==> config.mk <==
export PLATFORM = sky130hd
export DESIGN_NAME = input_port
export DESIGN_NICKNAME = d
export VERILOG_FILES = /design/src/rtl/input_port_pkg.sv /design/src/rtl/input_port_debouncer.sv /design/src/rtl/input_port.sv
export SDC_FILE = /design/constraint.sdc
export NUM_CORES = 1
export LEC_CHECK = 0
export CORE_ASPECT_RATIO = 1.75
export CORE_MARGIN = 2
export CORE_UTILIZATION = 55
export CTS_CLUSTER_SIZE = 10
export DETAILED_ROUTE_END_ITERATION = 16
export PLACE_DENSITY = 0.81
export SLEW_MARGIN = 20
export SYNTH_ARGS = -nofsm -noshare
export SYNTH_HDL_FRONTEND = slang
export SYNTH_HIERARCHICAL = 1
export SYNTH_SLANG_ARGS = --single-unit
==> constraint.sdc <==
create_clock -name clk -period 4.5 [get_ports clk]
set_input_delay 0.45 -clock clk [delete_from_list [all_inputs] [get_ports clk]]
set_output_delay 0.45 -clock clk [all_outputs]
set_load 0.01 [all_outputs]
==> src/rtl/input_port_pkg.sv <==
// Shared definitions for the memory-mapped input port.
// Bit positions of the status word and the stat_sel encodings are used by
// the port itself, the bus controller and the assembler, so they live here.
package input_port_pkg;

    localparam int BUS_W = 16;

    // Status word layout
    localparam int STAT_READY_BIT   = 0;
    localparam int STAT_OVERRUN_BIT = 1;

    // stat_sel encodings
    localparam logic INPORT_DATA_SEL = 1'b0;
    localparam logic INPORT_STAT_SEL = 1'b1;

    // Controller-side read request as seen by the port
    typedef struct packed {
        logic en;
        logic sel;
    } inport_req_t;

    // Flags held by the port
    typedef struct packed {
        logic overrun;
        logic ready;
    } inport_flags_t;

    // Pack the flags into a bus-width status word
    function automatic logic [BUS_W-1:0] stat_word(input inport_flags_t f);
        logic [BUS_W-1:0] w;
        w = '0;
        w[STAT_READY_BIT]   = f.ready;
        w[STAT_OVERRUN_BIT] = f.overrun;
        return w;
    endfunction

endpackage

==> src/rtl/input_port_debouncer.sv <==
// Pin synchronizer and debouncer for the input port.
// Ports:
//   clk, rst     - system clock, asynchronous active-low reset
//   in           - raw asynchronous pins
//   stable       - last accepted debounced value
//   accept       - high for the single cycle before stable takes a new value
module input_debouncer
    import input_port_pkg::*;
#(
    parameter int WIDTH    = 8,
    parameter int DEBOUNCE = 16
) (
    input  logic             clk,
    input  logic             rst,
    input  logic [WIDTH-1:0] in,
    output logic [WIDTH-1:0] stable,
    output logic             accept
);

    localparam int             CNT_W   = $clog2(DEBOUNCE + 1);
    localparam logic [CNT_W-1:0] CNT_MAX = CNT_W'(DEBOUNCE);

    logic [WIDTH-1:0] sync1;
    logic [WIDTH-1:0] sync2;
    logic [WIDTH-1:0] cand;
    logic [CNT_W-1:0] cnt;

    // Accept only once cand has held long enough and actually differs;
    // after the update cand == stable, so this is a one-cycle pulse.
    assign accept = (cnt == CNT_MAX) && (cand != stable);

    always_ff @(posedge clk or negedge rst) begin
        if (!rst) begin
            sync1  <= '0;
            sync2  <= '0;
            cand   <= '0;
            cnt    <= '0;
            stable <= '0;
        end else begin
            sync1 <= in;
            sync2 <= sync1;
            if (sync2 != cand) begin
                cand <= sync2;
                cnt  <= '0;
            end else if (cnt < CNT_MAX) begin
                cnt <= cnt + 1'b1;
            end
            if (accept) begin
                stable <= cand;
            end
        end
    end

endmodule

==> src/rtl/input_port.sv <==
// Memory-mapped input port: debounced IN pins read over the 16-bit bus.
// Ports:
//   clk, rst   - 1 MHz system clock, asynchronous active-low reset
//   in         - raw WIDTH-bit pins
//   out_en     - controller read strobe; out is driven only while high
//   stat_sel   - 0 selects data, 1 selects status {overrun, ready}
//   out        - bus read data, zero when out_en is low
//   ready      - a new stable value is waiting to be read
module input_port
    import input_port_pkg::*;
#(
    parameter int WIDTH    = 8,
    parameter int DEBOUNCE = 16
) (
    input  logic             clk,
    input  logic             rst,
    input  logic [WIDTH-1:0] in,
    input  logic             out_en,
    input  logic             stat_sel,
    output logic [BUS_W-1:0] out,
    output logic             ready
);

    logic [WIDTH-1:0] stable;
    logic             accept;
    inport_req_t      req;
    inport_flags_t    flags;
    logic             data_rd;
    logic             stat_rd;

    input_debouncer #(
        .WIDTH    (WIDTH),
        .DEBOUNCE (DEBOUNCE)
    ) u_deb (
        .clk    (clk),
        .rst    (rst),
        .in     (in),
        .stable (stable),
        .accept (accept)
    );

    assign req     = '{en: out_en, sel: stat_sel};
    assign data_rd = req.en && (req.sel == INPORT_DATA_SEL);
    assign stat_rd = req.en && (req.sel == INPORT_STAT_SEL);
    assign ready   = flags.ready;

    // A new value always wins over a clearing read. Overrun is only raised
    // when the previous value was not consumed on this same edge.
    always_ff @(posedge clk or negedge rst) begin
        if (!rst) begin
            flags <= '0;
        end else begin
            if (accept && flags.ready && !data_rd) begin
                flags.overrun <= 1'b1;
            end else if (stat_rd) begin
                flags.overrun <= 1'b0;
            end
            if (accept) begin
                flags.ready <= 1'b1;
            end else if (data_rd) begin
                flags.ready <= 1'b0;
            end
        end
    end

    always_comb begin
        out = '0;
        if (req.en) begin
            if (req.sel == INPORT_STAT_SEL) begin
                out = stat_word(flags);
            end else begin
                out = BUS_W'(stable);
            end
        end
    end

endmodule

**Word-level counts from Yosys, hierarchy flattened**

Index checks and enable logic that the tools add are counted.

- Add/sub/neg operators: 1
- $mul: 0
- Div/mod/pow operators: 0
- Order comparisons: 1
- Eq/ne operators: 3
- Shifts and indexed selects: 0
- Multiplexer cells: 8
- Bitwise logic cells: 1
- Reductions and logical operators: 9

Operators by type and width:

| operator | count |
|---|---|
| 8-bit two-way mux | 2 |
| 8-bit != test | 2 |
| 5-bit two-way mux | 2 |
| 2-bit nonzero test | 3 |
| 5-bit by 1-bit adder with 5-bit output, second input constant | 1 |
| 5-bit equality test, second input constant | 1 |
| 1-bit logical AND | 5 |
| 5-bit less-than comparator, second input constant | 1 |
| 1-bit two-way mux | 4 |
| 1-bit logical NOT | 1 |
| 1-bit NOT | 1 |

- Flip-flop bits (word level): 39
- Latch bits: 0
- RAM bits: 0
- Bits in read-only memories: 0
- Input port bits: 12
- Output and inout bits: 17
- Logic and storage cells: 30
- Memories: 0

**Longest topological paths before layout**

- Depth after elaboration: 5
- Depth in mapped cells: 6
- Depth with buffers taken out: 6

**Modules after synthesis**

The synthesis kept the hierarchy.

By module, submodules not included:

| module | instances | cells each | area an instance (sq um) | seq. area each (sq um) |
|---|---|---|---|---|
| input_debouncer | 1 | 94 | 1361.3 | 925.9 |
| input_port | 1 | 28 | 226.5 | 50.0 |

**Worst setup path before layout**

OpenSTA, ideal clock, no wires.

- Kind: register to register
- Start point: register u_deb.cand[2]
- End point: register u_deb.stable[0]
- Setup time: 0.125 ns
- Data arrival time: 1.377 ns
- Required time: 4.375 ns
- Slack: 2.998 ns
- Cell stages (with the launch flop): 5
- Path buffers: 0
- Period minus slack after synthesis: 1.502 ns
- Path through: dfrtp_1 > xnor2_1 > nand4_1 > o2111ai_4 > mux2_2

- Longest elaborated chain between the ends: 2

Ends and longest elaborated chain:

| element | line | source |
|---|---|---|
| from (decl) | input_port_debouncer.sv:25 | `logic [WIDTH-1:0] cand;` |
| from (signal assigned) | input_port_debouncer.sv:43 | `cand <= sync2;` |
| 8-bit != test | input_port_debouncer.sv:30 | `assign accept = (cnt == CNT_MAX) && (cand != stable);` |
| 1-bit logical AND | input_port_debouncer.sv:30 |  |
| to (signal assigned) | input_port_debouncer.sv:49 | `stable <= cand;` |
| to (decl) | input_port_debouncer.sv:16 | `output logic [WIDTH-1:0] stable,` |

No other way between the ends.
A chain may end at the register's enable or synchronous reset.

**Worst setup path after layout**

- Start point: input stat_sel
- End point: output out[5]

- Longest elaborated chain between the ends: 2

Ends and longest elaborated chain:

| element | line | source |
|---|---|---|
| from (decl) | input_port.sv:19 | `input logic stat_sel,` |
| 8-bit two-way mux | input_port.sv:69 | `if (req.sel == INPORT_STAT_SEL) begin` |
| 8-bit two-way mux | input_port.sv:68 | `if (req.en) begin` |
| to (decl) | input_port.sv:20 | `output logic [BUS_W-1:0] out,` |

No other way between the ends.

==> flow_summary_export.csv <==
group,metric,value,unit
critical_path,r2r_slack,2.79,ns
synth,ys_types,24,
floorplan,ioPinCount,29,
cts,cts.clk_slew.worst_paths,0.07,ns
power,leakagePower,0.000834,uW
routing,ant_nets,0,
power,power_density,351,mW/mm^2
place,gp_congestion,0.689,
routing,via_per_inst,5.21,
floorplan,die_w,44.6,um
cts,clk_latency,0.29,ns
finish,stdcell_area,0.00187,sq mm
power,p_comb_frac,0.049,
critical_path,timing.rr.start,"u_deb/cand[2]",
place,port_buffers,20,
flow_run,drv_cap,0,
critical_path,required,4.05,ns
grt,grtUsageTotal,0.167,
synth,synth_top_area_share,0.615,
sta,layout_min_cycle_time,2.37,ns
critical_path,crit_type,"input port to primary output",
routing,drt_iter0_drc,16,
synth,syn_inst,122,
synth,ys_seq_area_frac,0.615,
synth,synth_async_sr_flop_share,1.00,
cts,clockRootBuffer,"clkbuf_8",
floorplan,rows,25,
synth,yosysMostFrequentCell,"dfrtp_1",
critical_path,cp-end-kind,"primary output",
synth,syn-cell-area,0.00159,sq mm
finish,layout.nets,154,
status,status,"completed",
cts,holdBufCountCts,0,
synth,synth_area_leaders,"dfrtp_1 (61%), mux2_2 (5.7%), xor2_1 (5.5%)",
cts,cts_buffers,5,
routing,wl_per_cell,13.8,um
critical_path,arrival,1.92,ns
grt,grt_use_met2,0.291,
power,power_frac_clock,0.387,
synth,synth.avg_cell_area,13.0,sq um
critical_path,critPathMaxFanout,7,
grt,grt_max_degree,40,
grt,grt_util_met1,0.169,
finish,layout-drive-gt1-share,0.135,
grt,gr-total-overflow,0,
power,ir_worst_vdd,0.306,mV
synth,synth_flop_cell,"dfrtp_1",
power,p_seq_frac,0.564,
cts,cts_tree,"yes",
floorplan,start_util,0.583,
power,p_int,516,uW
floorplan,die_area,0.00335,sq mm
floorplan,core,0.00272,sq mm
routing,drt_first_pass_iters,4,
critical_path,crit_start,"stat_sel",
place,place_hpwl,1.72,mm
min_path,hp-class,"flop to flop",
sta,slew_viol_final,0,
routing,num_vias,875,
grt,use_met3,0.0576,
sta,finalSetupTns,0,ns
grt,grt_pass1_wl,3.82,mm
finish,area.growth.synth_to_final,17.5,%
critical_path,startpoint_type,"input port",
sta,skew,0.00883,ns
finish,antenna_cells,0,
floorplan,die_y,75.1,um
critical_path,endpoint,"out[5]",
critical_path,reg2reg_depth,4,
cts,cts_resized,0,
cts,cts_max_level,2,
cts,cts_setup_buffers,0,
power,p_sw_frac,0.212,
synth,synth-edff-count,0,
routing,drc,0,
sta,grt_setup_unrepaired,"false",
grt,grt_pass1_vias,852,
synth,yosys_register_bits,39,
synth,synth_top_cell_by_area,"dfrtp_1",
sta,setup_viol,0,
synth,yosys_warnings,6,
cts,clk_path_buf_depth,2,
place,place_area,0.00176,sq mm
sta,hold_viol,0,
power,power.net_switching,139,uW
cts,cts.sink_count,39,
synth,netlist_top_cells_count,"dfrtp_1 (39), xor2_1 (10), clkbuf_1 (9), xnor2_1 (9)",
sta,finalCritPeriodShare,0.526,
grt,antenna_found_initial,0,
sta,fmax,422,MHz
routing,drt-total-wl,2.32,mm
grt,grt_busiest_layer,"met2",
critical_path,crit-reg2reg-capture,"u_deb/stable[5]",
-- sequential cells by signal, summed over array words and instances, names as in the netlist --
name,cells
u_deb/sync2,8
ready,1
u_deb/sync1,8
flags,1
u_deb/cnt,5
u_deb/cand,8
u_deb/stable,8
-- per-stage QoR --
step / power, uW / std cells / hold WS [ns] / utilization / setup slack [ns]
after floorplan: 394 / 129 / 0.154 / - / 3.00
after global placement: 407 / 160 / 0.333 / 0.647 / 2.16
after detailed placement: 409 / 160 / 0.337 / 0.647 / 2.11
after CTS: 664 / 168 / 0.357 / 0.686 / 2.11
after global routing: 682 / 168 / 0.360 / 0.686 / 2.02
final: 655 / 168 / 0.352 / 0.686 / 2.13
-- cell type report --
cell class              instances  area [sq um]
clock buffers                   7          96.3
clock inverters                 1          7.51
fillers                       215           856
inverters                       4          15.0
multi-input cells              69           529
flip-flops and latches         39           976
well taps                      27          33.8
repair buffers                 21           208
-- how the worst min path moves through the flow --
stage,startpoint,depth (start not counted),end,slack (ns)
3_5_place_dp,u_deb/sync1[7],0,u_deb/sync2[7],0.34
3_3_place_gp,u_deb/sync1[3],0,u_deb/sync2[3],0.33
6_report,u_deb/sync1[7],0,u_deb/sync2[7],0.35
4_1_cts,u_deb/sync1[7],0,u_deb/sync2[7],0.36
2_1_floorplan,rst,0,flags[1],0.15
5_1_grt,u_deb/sync1[1],0,u_deb/sync2[1],0.36
-- cells by family after synthesis --
| logic type | after synthesis | share of synthesized area |
|---|---|---|
| DFF | 39 | 0.615 |
| xor gates and xnor gates | 19 | 0.105 |
| buffers and inverters | 21 | 0.0686 |
| other | 1 | 0.00236 |
| muxes | 11 | 0.0757 |
| and+or+nand+nor | 24 | 0.0859 |
| AOI/OAI and AO/OA | 5 | 0.0323 |
| adders and majority gates | 2 | 0.0158 |
-- cells in the final DEF (no fill, tap or decap), types with 4 or more instances in the layout --
cell              n
xnor2_1           9
dfrtp_1          39
xor2_1           10
clkdlybuf4s50_1  20
conb_1            8
inv_1             4
and2_1            6
clkbuf_8          7
mux2_2            8
nor2_1            6
-- critical path: stages --
cell and delay (ns):
clkdlybuf4s50_1 0.51, nor2b_2 0.26, and2_1 0.16, clkdlybuf4s50_1 0.53
-- power groups by stage --
stage	sequential [uW]	clock, uW	combinational [uW]
6_report	369	254	32.1
2_1_floorplan	374	0	20.2
3_5_place_dp	376	0	32.5
3_3_place_gp	375	0	31.5
5_1_grt	370	276	36.0
4_1_cts	369	262	32.9
-- routing by layer --
layer / wire (um) / vias up
met5: 0 / -
met4: 59 / 0
met3: 91 / 5
met2: 1340 / 21
met1: 833 / 437
li1: - / 412
Note: power is estimated with default switching activity, not from simulation.
